### config.mk
export PLATFORM = sky130hd
export DESIGN_NAME = drink_dispense_ctrl
export DESIGN_NICKNAME = d
export VERILOG_FILES = /design/src/rtl/drink_pkg.sv /design/src/rtl/drink_order_fifo.sv /design/src/rtl/drink_dispense_ctrl.sv
export SDC_FILE = /design/constraint.sdc
export NUM_CORES = 1
export LEC_CHECK = 0
export ABC_CLOCK_PERIOD_IN_PS = 2900
export CORE_ASPECT_RATIO = 0.5
export CORE_MARGIN = 4
export CORE_UTILIZATION = 25
export DETAILED_ROUTE_END_ITERATION = 12
export PLACE_DENSITY_LB_ADDON = 0.15
export SLEW_MARGIN = 20
export SYNTH_ARGS = -nofsm -noshare
export SYNTH_HDL_FRONTEND = slang
export SYNTH_SLANG_ARGS = --single-unit
### constraint.sdc
create_clock -name clk -period 2.9 [get_ports clk]
set_input_delay 0.58 -clock clk [delete_from_list [all_inputs] [get_ports clk]]
set_output_delay 0.58 -clock clk [all_outputs]
set_load 0.1 [all_outputs]
### src/rtl/drink_pkg.sv
// Shared definitions for the drink machine: controller state encoding and the
// change/coin enumeration also used by the payment FSM.
//   state_t : IDLE=0, DRINK=1, CHANGE=2, GAP=3, FAULT=4 (3-bit)
//   coin_t  : change owed with an order (none / one half-unit coin)
package drink_pkg;

  typedef enum logic [2:0] {
    ST_IDLE   = 3'd0,
    ST_DRINK  = 3'd1,
    ST_CHANGE = 3'd2,
    ST_GAP    = 3'd3,
    ST_FAULT  = 3'd4
  } state_t;

  // Change is always paid as a single half-unit coin.
  typedef enum logic {
    COIN_NONE = 1'b0,
    COIN_HALF = 1'b1
  } coin_t;

endpackage

### src/rtl/drink_order_fifo.sv
// Pending-order queue: 1-bit FIFO of change flags with wrap-around pointers.
// Ports:
//   clk, reset       : clock, async active-high reset (empties the queue)
//   i_push, i_data   : write request and change flag
//   i_pop            : read request (advances head)
//   o_head           : change flag at the head of the queue
//   o_full, o_empty  : occupancy flags
//   o_count          : number of stored orders
// A push into a full queue is accepted only when a pop happens on the same edge.
module drink_order_fifo #(
  parameter int unsigned DEPTH = 4
) (
  input  logic                     clk,
  input  logic                     reset,
  input  logic                     i_push,
  input  logic                     i_data,
  input  logic                     i_pop,
  output logic                     o_head,
  output logic                     o_full,
  output logic                     o_empty,
  output logic [$clog2(DEPTH):0]   o_count
);

  localparam int unsigned AW = $clog2(DEPTH);
  localparam logic [AW:0]   CNT_FULL = (AW+1)'(DEPTH);
  localparam logic [AW:0]   CNT_ONE  = (AW+1)'(1);
  localparam logic [AW-1:0] PTR_ONE  = AW'(1);

  logic [DEPTH-1:0] r_mem;
  logic [AW-1:0]    r_wr_ptr;
  logic [AW-1:0]    r_rd_ptr;
  logic [AW:0]      r_count;
  logic             w_do_push;
  logic             w_do_pop;

  assign o_full    = (r_count == CNT_FULL);
  assign o_empty   = (r_count == '0);
  assign w_do_pop  = i_pop && !o_empty;
  assign w_do_push = i_push && (!o_full || w_do_pop);
  assign o_head    = r_mem[r_rd_ptr];
  assign o_count   = r_count;

  always_ff @(posedge clk or posedge reset) begin
    if (reset) begin
      r_mem    <= '0;
      r_wr_ptr <= '0;
      r_rd_ptr <= '0;
      r_count  <= '0;
    end else begin
      if (w_do_push) begin
        r_mem[r_wr_ptr] <= i_data;
        r_wr_ptr        <= r_wr_ptr + PTR_ONE;
      end
      if (w_do_pop) begin
        r_rd_ptr <= r_rd_ptr + PTR_ONE;
      end
      case ({w_do_push, w_do_pop})
        2'b10:   r_count <= r_count + CNT_ONE;
        2'b01:   r_count <= r_count - CNT_ONE;
        default: r_count <= r_count;
      endcase
    end
  end

endmodule

### src/rtl/drink_dispense_ctrl.sv
// Delivery-side controller of the drink machine. Queues vend orders from the
// payment FSM, runs the req/ack handshake with the dispenser, then drives the
// half-coin ejector when change is owed.
// Ports:
//   clk, reset   : clock, async active-high reset (aborts and flushes queue)
//   vend, change : purchase-complete pulse and its change-owed qualifier
//   drink_req    : dispenser request (whole DRINK state)
//   drink_ack    : dispenser done, only looked at in DRINK
//   coin_eject   : half-coin ejector drive, PULSE_LEN cycles
//   done         : 1-cycle pulse, order fully serviced
//   busy         : controller active or orders pending
//   overflow     : 1-cycle pulse, a vend was dropped
//   fault        : sticky dispenser timeout
//   pending      : queue occupancy
//
// state  | meaning
// IDLE   | waiting; pops the head order when the queue is non-empty
// DRINK  | drink_req high, waiting for drink_ack or timeout
// CHANGE | coin_eject high for PULSE_LEN cycles
// GAP    | done pulse; enforces one idle cycle between actuations
// FAULT  | dispenser timed out; queue frozen, left only via reset
module drink_dispense_ctrl
  import drink_pkg::*;
#(
  parameter int unsigned QDEPTH      = 4,
  parameter int unsigned TIMEOUT_CYC = 16,
  parameter int unsigned PULSE_LEN   = 2
) (
  input  logic                      clk,
  input  logic                      reset,
  input  logic                      vend,
  input  logic                      change,
  output logic                      drink_req,
  input  logic                      drink_ack,
  output logic                      coin_eject,
  output logic                      done,
  output logic                      busy,
  output logic                      overflow,
  output logic                      fault,
  output logic [$clog2(QDEPTH):0]   pending
);

  localparam int unsigned TW = $clog2(TIMEOUT_CYC + 1);
  localparam int unsigned PW = $clog2(PULSE_LEN + 1);
  localparam logic [TW-1:0] TIMER_LAST = TW'(TIMEOUT_CYC - 1);
  localparam logic [TW-1:0] TIMER_ONE  = TW'(1);
  localparam logic [PW-1:0] PULSE_LAST = PW'(PULSE_LEN - 1);
  localparam logic [PW-1:0] PULSE_ONE  = PW'(1);

  state_t        r_state;
  coin_t         r_chg;
  logic [TW-1:0] r_timer;
  logic [PW-1:0] r_pulse_cnt;
  logic          r_drink_req;
  logic          r_coin_eject;
  logic          r_done;
  logic          r_overflow;
  logic          r_fault;

  logic          w_head;
  logic          w_full;
  logic          w_empty;
  logic          w_pop;
  logic          w_push;

  // A full queue still takes a vend when the head leaves on the same edge.
  assign w_pop  = (r_state == ST_IDLE) && !w_empty;
  assign w_push = vend && (r_state != ST_FAULT) && (!w_full || w_pop);

  drink_order_fifo #(
    .DEPTH (QDEPTH)
  ) u_fifo (
    .clk     (clk),
    .reset   (reset),
    .i_push  (w_push),
    .i_data  (change),
    .i_pop   (w_pop),
    .o_head  (w_head),
    .o_full  (w_full),
    .o_empty (w_empty),
    .o_count (pending)
  );

  always_ff @(posedge clk or posedge reset) begin
    if (reset) begin
      r_state      <= ST_IDLE;
      r_chg        <= COIN_NONE;
      r_timer      <= '0;
      r_pulse_cnt  <= '0;
      r_drink_req  <= 1'b0;
      r_coin_eject <= 1'b0;
      r_done       <= 1'b0;
      r_overflow   <= 1'b0;
      r_fault      <= 1'b0;
    end else begin
      r_overflow <= vend && !w_push;
      r_done     <= 1'b0;
      case (r_state)
        ST_IDLE: begin
          if (w_pop) begin
            r_chg       <= coin_t'(w_head);
            r_timer     <= '0;
            r_drink_req <= 1'b1;
            r_state     <= ST_DRINK;
          end
        end
        ST_DRINK: begin
          // Ack on the timeout edge still counts as a good dispense.
          if (drink_ack) begin
            r_drink_req <= 1'b0;
            if (r_chg == COIN_HALF) begin
              r_coin_eject <= 1'b1;
              r_pulse_cnt  <= '0;
              r_state      <= ST_CHANGE;
            end else begin
              r_done  <= 1'b1;
              r_state <= ST_GAP;
            end
          end else if (r_timer == TIMER_LAST) begin
            r_drink_req <= 1'b0;
            r_fault     <= 1'b1;
            r_state     <= ST_FAULT;
          end else begin
            r_timer <= r_timer + TIMER_ONE;
          end
        end
        ST_CHANGE: begin
          if (r_pulse_cnt == PULSE_LAST) begin
            r_coin_eject <= 1'b0;
            r_done       <= 1'b1;
            r_state      <= ST_GAP;
          end else begin
            r_pulse_cnt <= r_pulse_cnt + PULSE_ONE;
          end
        end
        ST_GAP: begin
          r_state <= ST_IDLE;
        end
        ST_FAULT: begin
          r_state <= ST_FAULT;
        end
        default: begin
          r_drink_req  <= 1'b0;
          r_coin_eject <= 1'b0;
          r_state      <= ST_IDLE;
        end
      endcase
    end
  end

  assign drink_req  = r_drink_req;
  assign coin_eject = r_coin_eject;
  assign done       = r_done;
  assign overflow   = r_overflow;
  assign fault      = r_fault;
  assign busy       = (r_state != ST_IDLE) || (pending != '0);

endmodule

After elaboration in Yosys (flattened, before gate mapping)
Cells that the tools add are included.

Flip-flop bits (word level): 27. Input bits: 5. Logic and storage cells: 104.

Add/subtract/negate cells: 6. $lt $le $gt $ge: 3. Equal/unequal tests: 18. Multiplexer cells: 32. Bitwise gates (word level): 3. Reduce and logical (&&, ||, !) cells: 29.

Operators with widths (number): $mux W5 (3); $mux W1 (12); $mux W3 (4); $ne A2 B2 Y1 const B (6); $pmux W3 S4 (1); $reduce_and A4 Y1 (3); $pmux W5 S2 (1); $reduce_and A3 Y1 (3); $logic_and A1 B1 Y1 (7); $add A2 B1 Y2 const B (3); $eq A3 B2 Y1 const B (2); $eq A3 B3 Y1 const B (2); $logic_not A3 Y1 (2); $lt A2 B3 Y1 const B (2); $mux W2 (3); $ne A3 B3 Y1 const B (2); $pmux W1 S3 (2); $pmux W3 S2 (1); $reduce_bool A2 Y1 (3); $reduce_bool A3 Y1 (2); $reduce_or A3 Y1 (2); $add A5 B1 Y5 const B (1); $eq A5 B4 Y1 const B (1); $bwmux W4 (1); other kinds (15) (22).

Longest topological paths before layout
Gate-level depths: netlist of run 1.

Depth after elaboration: 8. Gate-level depth with buffers: 11. Gate-level depth less buffers: 9.

Modules after synthesis
From an unflattened synthesis of run 1, not the netlist that was laid out.

Cells, all modules: 144. Area total of the unflattened synthesis: 1534.0 µm².

Modules (own cells, without submodules): drink_dispense_ctrl (times used 1, cells each 93, area each 912.1 µm², sequential area each 400.4 µm²); drink_order_fifo (times used 1, cells each 51, area each 621.8 µm², sequential area each 275.3 µm²).

Worst setup path after synthesis of run 1
Ideal clock, no wire load.

Path type: reg-to-reg. Start: reg u_fifo.r_count[2] (netlist: u_fifo.o_count[2]). End: reg u_fifo.r_count[2] (netlist: u_fifo.o_count[2]). Setup time: 162 ps. Data arrival time: 2738 ps. Path slack: 0 ps. Stages on the path, launching flop included: 11. Path buffers: 1. Period minus slack after synthesis: 2900 ps. Path through: dfrtp_1 > or3b_2 > o211a_1 > buf_2 > inv_1 > ha_1 > inv_1 > fa_1 > xor2_1 > nor2_1 > xor2_1.

Cells in the longest elaborated chain, start to end: 8. Elaborated cells between the ends (all ways): 16.

Ends and longest elaborated chain: from (decl) (RTL line drink_order_fifo.sv:32) `logic [AW:0] r_count;`; from (signal assigned) (RTL line drink_order_fifo.sv:58) `2'b10: r_count <= r_count + CNT_ONE;`; from (signal assigned) (RTL line drink_order_fifo.sv:59) `2'b01: r_count <= r_count - CNT_ONE;`; from (signal assigned) (RTL line drink_order_fifo.sv:60) `default: r_count <= r_count;`; $logic_not A3 Y1 (RTL line drink_order_fifo.sv:37) `assign o_empty = (r_count == '0);`; $logic_not A1 Y1 (RTL line drink_order_fifo.sv:38, drink_dispense_ctrl.sv:67); $logic_and A1 B1 Y1 (RTL line drink_dispense_ctrl.sv:67) `assign w_pop = (r_state == ST_IDLE) && !w_empty;`; $logic_or A1 B1 Y1 / $logic_and A1 B1 Y1 (equally long branches) (RTL line drink_dispense_ctrl.sv:68, drink_order_fifo.sv:38); $logic_and A1 B1 Y1 / $logic_or A1 B1 Y1 (equally long branches) (RTL line drink_dispense_ctrl.sv:68, drink_order_fifo.sv:39); $logic_and A1 B1 Y1 (RTL line drink_order_fifo.sv:39) `assign w_do_push = i_push && (!o_full || w_do_pop);`; $eq A2 B1 Y1 / $eq A2 B2 Y1 (equally long branches) (RTL line drink_order_fifo.sv:57) `case ({w_do_push, w_do_pop})`; $pmux W3 S2 / $reduce_bool A2 Y1 (equally long branches).

Parallel ways exist; a longest one is shown, timed or not. A chain may end at the register's enable or synchronous reset.

Worst setup path after layout of run 1
Start: reg u_fifo.r_count[0] (netlist: u_fifo.o_count[0]). End: reg u_fifo.r_count[2] (netlist: u_fifo.o_count[2]).

The elaborated chain is that of the path after synthesis.

==> results of run 1 <==
## metrics by stage
step / util / hold WS (ps) / instance area [sq um] / total power [mW] / worst slack, ps
2_1_floorplan: - / 450 / 1380 / 1.47 / 101
3_3_place_gp: 0.311 / 466 / 1590 / 1.72 / 443
3_5_place_dp: 0.311 / 472 / 1590 / 1.71 / 432
4_1_cts: 0.321 / 495 / 1640 / 1.96 / 435
5_1_grt: 0.321 / 518 / 1640 / 2.09 / 288
6_report: 0.321 / 489 / 1640 / 1.92 / 463
## final timing paths
kind	slack, ps	endpoint	start
min in group asynchronous	650	u_fifo.o_count[0]$_DFFE_PP0P_	reset
max	460	u_fifo.o_count[2]$_DFFE_PP0P_	u_fifo.o_count[0]$_DFFE_PP0P_
min	490	r_pulse_cnt[0]$_DFFE_PP0P_	r_pulse_cnt[0]$_DFFE_PP0P_
min reg2reg	490	r_pulse_cnt[0]$_DFFE_PP0P_	r_pulse_cnt[0]$_DFFE_PP0P_
max reg2reg	460	u_fifo.o_count[2]$_DFFE_PP0P_	u_fifo.o_count[0]$_DFFE_PP0P_
max in group asynchronous	1970	u_fifo.o_count[2]$_DFFE_PP0P_	reset
## Yosys cell counts, types with 2 or more instances
| cell type | number | area share |
|---|---|---|
| xor2_1 | 3 | 0.019 |
| or3_1 | 3 | 0.014 |
| a21oi_1 | 7 | 0.025 |
| o21ai_0 | 11 | 0.040 |
| nor3_1 | 4 | 0.015 |
| o21a_1 | 2 | 0.011 |
| nor2_1 | 5 | 0.014 |
| buf_2 | 2 | 0.0073 |
| nand2_1 | 12 | 0.033 |
| mux2_2 | 4 | 0.033 |
| or3b_2 | 2 | 0.013 |
| xnor2_1 | 3 | 0.019 |
| mux2i_1 | 2 | 0.015 |
| dfrtp_1 | 27 | 0.49 |
| nand3_1 | 4 | 0.015 |
| ha_1 | 8 | 0.073 |
| inv_1 | 12 | 0.033 |
## metal layers
| layer | share of wire | wire (um) |
|---|---|---|
| met2 | 0.42 | 1100 |
| met3 | 0.029 | 75 |
| met4 | 0.0096 | 25 |
| met5 | 0 | 0 |
| met1 | 0.54 | 1410 |
## registers in the layout, summed over array words and instances (netlist names)
| register | count |
|---|---|
| u_fifo.o_count | 3 |
| r_pulse_cnt | 2 |
| u_fifo.r_mem | 4 |
| done | 1 |
| r_timer | 5 |
| coin_eject | 1 |
| u_fifo.r_wr_ptr | 2 |
| r_chg | 1 |
| u_fifo.r_rd_ptr | 2 |
| r_state | 3 |
| drink_req | 1 |
| fault | 1 |
| overflow | 1 |
## kinds of logic (layout without fill, tap and decap cells)
group                    count (synthesis)  count (layout)
adder cells (fa/ha/maj)                  9               9
AND/OR/NAND/NOR                         38              38
buffers and inverters                   17              36
multiplexers                             8               8
AO/OA/AOI/OAI                           25              25
flip-flops                              27              27
XOR/XNOR                                 6               6
## report_power, final
part / internal, mW / switching [mW]
clock: 0.101 / 0.129
combinational: 0.366 / 0.687
sequential: 0.531 / 0.109
total: 0.997 / 0.925
## critical path, cell delays in order (launching register included)
cell and delay (ps):
dfrtp_1 450, or3b_2 480, o211a_1 320, inv_1 100, ha_1 180, inv_1 60
fa_1 370, xor2_1 150, nor2_1 120, xor2_1 150
## layout make-up
class | instances | area, sq um | share of cell area
sequential | 27 | 677 | 0.413
multi-input combinational | 86 | 624 | 0.381
timing repair buffer | 19 | 153 | 0.0931
tap | 70 | 87.6 | 0.0534
inverter | 13 | 48.8 | 0.0297
clock buffer | 3 | 41.3 | 0.0252
clock inverter | 1 | 8.76 | 0.00534
==> out/metrics.yaml, run 1 <==
status:
  outcome: "completed"
routing:
  drt_first_pass_iters: 4
  drt-total-wl_um: 2610
  num_vias: 936
  vias_per_cell: 4.27
  wl_per_cell_um: 11.9
  drt_iter0_markers: 13
  drc: 0
  final_antenna_net_count: 0
global_route:
  antenna_found_initial: 0
  grtUsageMet3: 0.0249
  grt_first_pass_wirelength_um: 4820
  track_usage: 0.0890
  gr-max-usage-layer: "met2"
  grt_pass1_vias: 951
  grt_util_met2: 0.138
  gr-usage-met1: 0.125
  grt_max_degree: 28
  overflow: 0
setup_path:
  crit_type: "reg2reg"
  start_kind: "register"
  reg2reg_depth: 9
  crit_fanout: 8
  cp_data_arrival_time_ps: 2650
  cp.required_ps: 3110
  endpoint_kind: "register"
hold_path:
  hold_path_class: "reg2reg"
  min_path_cells: 1
sta:
  slew_headroom: 0.609
  tns_ps: 0
  max_clock_freq_mhz: 410
  setup_viol: 0
  rsz0062_at_grt: "no"
  fin_crit_sh: 0.840
  fin_skew_ps: 4.69
  hold_viol: 0
  min_period_ps: 2440
  worst_pin_slew_ps: 582
  final_max_slew_viol_count: 0
pwr:
  peakVddDrop_mv: 0.285
  p_leak_nw: 0.748
  power_density_mw_per_mm2: 1170
final_layout:
  final_nets: 164
  diodes: 0
  final_cell_mix: "26 x dfrtp_1, 15 x buf_4, 12 x nand2_1, 12 x inv_1, 11 x o21ai_0"
  area_growth_syn_to_layout_pct: 19.4
  drive_gt1_frac: 0.201
  final_cells: 219
  nFillCells: 546
  layout_commonest_cell: "dfrtp_1"
floorplan:
  dieHeight_um: 60.4
  coreArea_sq_mm: 0.00511
  dieWidth_um: 113
  die_area_sq_mm: 0.00682
  initial_core_util: 0.269
  rows: 18
  ioPinCount: 14
clock_tree:
  hold_buffers: 0
  clockBufferDepth: 2
  clk_pin_slew_ps: 100
  root_buffer: "clkbuf_8"
  cts.htree.levels: 1
  cts_resized: 0
  clock-sinks: 27
  cts_made_buffers: 3
  cts_tree: "yes"
  post_cts_buffers: 0
  clock_latency_ps: 280
placed_design:
  port_buffers: 13
  gp_congestion: 0.758
  hpwl_um: 1980
  placed_cells: 215
synth:
  ys_warn_count: 0
  ys.flop_type: "dfrtp_1"
  netlist_instances: 130
  muxShareOfSynthArea: 0.0719
  avgSynthCellArea_sq_um: 10.6
  synth_xor_area_frac: 0.0383
  ys_seq_area_frac: 0.492
  syn_nets: 144
  ys_ff_latch: 27
  synthArstFlopShare: 1.00
  syn_area_sq_mm: 0.00137
  synthAdderAreaFrac: 0.0874
  synth-simple-area-share: 0.148
  synth_top_family_by_area: "simple AND/OR/NAND/NOR gates"
  synth_edf_count: 0
  synth_cell_type_count: 36
  synth_compound_area_frac: 0.109
job:
  maxCapViolCount: 0
(Power assumes the default switching activity.)
==> run 2: changes to the inputs <==
ABC_CLOCK_PERIOD_IN_PS = 2300   (was 2900)
clock period = 2.3 ns   (was 2.9 ns; I/O delays follow)
==> out/metrics.yaml, run 2 (synthesis gave the netlist of run 1 again) <==
sta:
  tns_ps: 0
  hold_viol: 0
  max_clock_freq_mhz: 453
  final_max_slew_viol_count: 0
  fin_skew_ps: 8.23
  slew_headroom: 0.723
  worst_pin_slew_ps: 412
  rsz0062_at_grt: "no"
  min_period_ps: 2210
  fin_crit_sh: 0.960
  setup_viol: 0
clock_tree:
  clock-sinks: 27
  clk_pin_slew_ps: 100
  clock_latency_ps: 280
  cts_tree: "yes"
  clockBufferDepth: 2
  hold_buffers: 0
  cts.htree.levels: 1
  post_cts_buffers: 0
  root_buffer: "clkbuf_8"
  cts_resized: 0
  cts_made_buffers: 3
setup_path:
  crit_slowest_cell: "dfrtp_4"
  path_cells: "or3b_4 -> o211a_1 -> inv_4 -> ha_4 -> inv_2 -> fa_2 -> xor2_1 -> nor2_1 -> xor2_1"
  path_buf_inv: 2
  cp_common_cell: "xor2_1"
  cp_data_arrival_time_ps: 2410
  worst_path_largest_cell_delay_ps: 490
  start_kind: "register"
  endpoint_kind: "register"
  critical_path.top_delay_family: "simple AND/OR/NAND/NOR gates"
  cp.required_ps: 2500
  crit_fanout: 4
  crit_type: "reg2reg"
final_layout:
  final_cell_mix: "24 x dfrtp_1, 21 x buf_4, 12 x nand2_1"
  area_growth_syn_to_layout_pct: 26.3
  final_nets: 171
  largest-register: "r_timer"
  fin_area_sq_mm: 0.00174
  layout_commonest_cell: "dfrtp_1"
  top_regs: "r_timer x5, u_fifo.r_mem x4"
  largest_reg_flops: 5
  final_cells: 226
  drive_gt1_frac: 0.276
  diodes: 0
global_route:
  overflow: 0
  grt_pass1_vias: 966
  grt_max_degree: 28
  antenna_found_initial: 0
  track_usage: 0.0883
  grt_first_pass_wirelength_um: 4680
placed_design:
  post_dp_cell_area_sq_mm: 0.00169
  hpwl_um: 2060
  gp_congestion: 0.723
  port_buffers: 13
  placed_cells: 222
routing:
  num_vias: 960
  vias_per_cell: 4.25
  drc: 0
  drt_iter0_markers: 38
  wl_per_cell_um: 12.3
  drt-total-wl_um: 2770
  final_antenna_net_count: 0
  drt_first_pass_iters: 3
pwr:
  peakVddDrop_mv: 0.371
  p_leak_nw: 0.785
  power_density_mw_per_mm2: 1460
job:
  maxCapViolCount: 0
status:
  outcome: "completed"
floorplan:
  initial_core_util: 0.269
  rows: 18
  dieWidth_um: 113
  coreArea_sq_mm: 0.00511
  ioPinCount: 14
  die_area_sq_mm: 0.00682
  dieHeight_um: 60.4
hold_path:
  hold_path_class: "reg2reg"
run 2: metrics by stage:
| stage | power [mW] | setup slack, ps | hold slack (ps) | util |
|---|---|---|---|---|
| after floorplan | 1.92 | -114 | 450 | - |
| after global placement | 2.28 | 130 | 467 | 0.331 |
| after detailed placement | 2.29 | 100 | 473 | 0.331 |
| after CTS | 2.58 | 74.2 | 487 | 0.339 |
| after global routing | 2.73 | 0.799 | 509 | 0.339 |
| final | 2.54 | 93.1 | 482 | 0.339 |
run 2: final cells by class:
type / instances / area (sq um)
fillers: 528 / 3380
flip-flops and latches: 27 / 687
multi-input cells: 86 / 647
repair buffers: 26 / 218
well taps: 70 / 87.6
inverters: 13 / 51.3
clock buffers: 4 / 45.0
run 2: worst paths after layout:
path / startpoint / endpoint / slack (ps) / cells after the start
max in group asynchronous: reset / u_fifo.o_count[2]$_DFFE_PP0P_ / 1460 / 3
hold / removal: r_pulse_cnt[0]$_DFFE_PP0P_ / r_pulse_cnt[0]$_DFFE_PP0P_ / 480 / 1
setup / recovery: u_fifo.o_count[1]$_DFFE_PP0P_ / u_fifo.o_count[2]$_DFFE_PP0P_ / 90 / 9
min in group asynchronous: reset / drink_req$_DFFE_PP0P_ / 540 / 3
setup reg to reg: u_fifo.o_count[1]$_DFFE_PP0P_ / u_fifo.o_count[2]$_DFFE_PP0P_ / 90 / 9
hold reg to reg: r_pulse_cnt[0]$_DFFE_PP0P_ / r_pulse_cnt[0]$_DFFE_PP0P_ / 480 / 1
run 2: metal layers:
layer,global-route usage,wire length (um),vias to the layer above
met5,0,0,-
met4,0.0205,30,0
met3,0.0279,63,2
met2,0.146,1220,8
met1,0.116,1450,454
li1,-,-,496
run 2: power by group:
| group | total [mW] | switching, mW | internal, mW |
|---|---|---|---|
| combinational | 1.43 | 0.888 | 0.539 |
| clock | 0.280 | 0.156 | 0.124 |
| sequential | 0.830 | 0.144 | 0.685 |
==> run 3: changes to the inputs <==
CTS_CLUSTER_DIAMETER = 120   (was default)
==> results of run 3 <==
The final DEF is identical to that of run 2; final timing and power are the same.
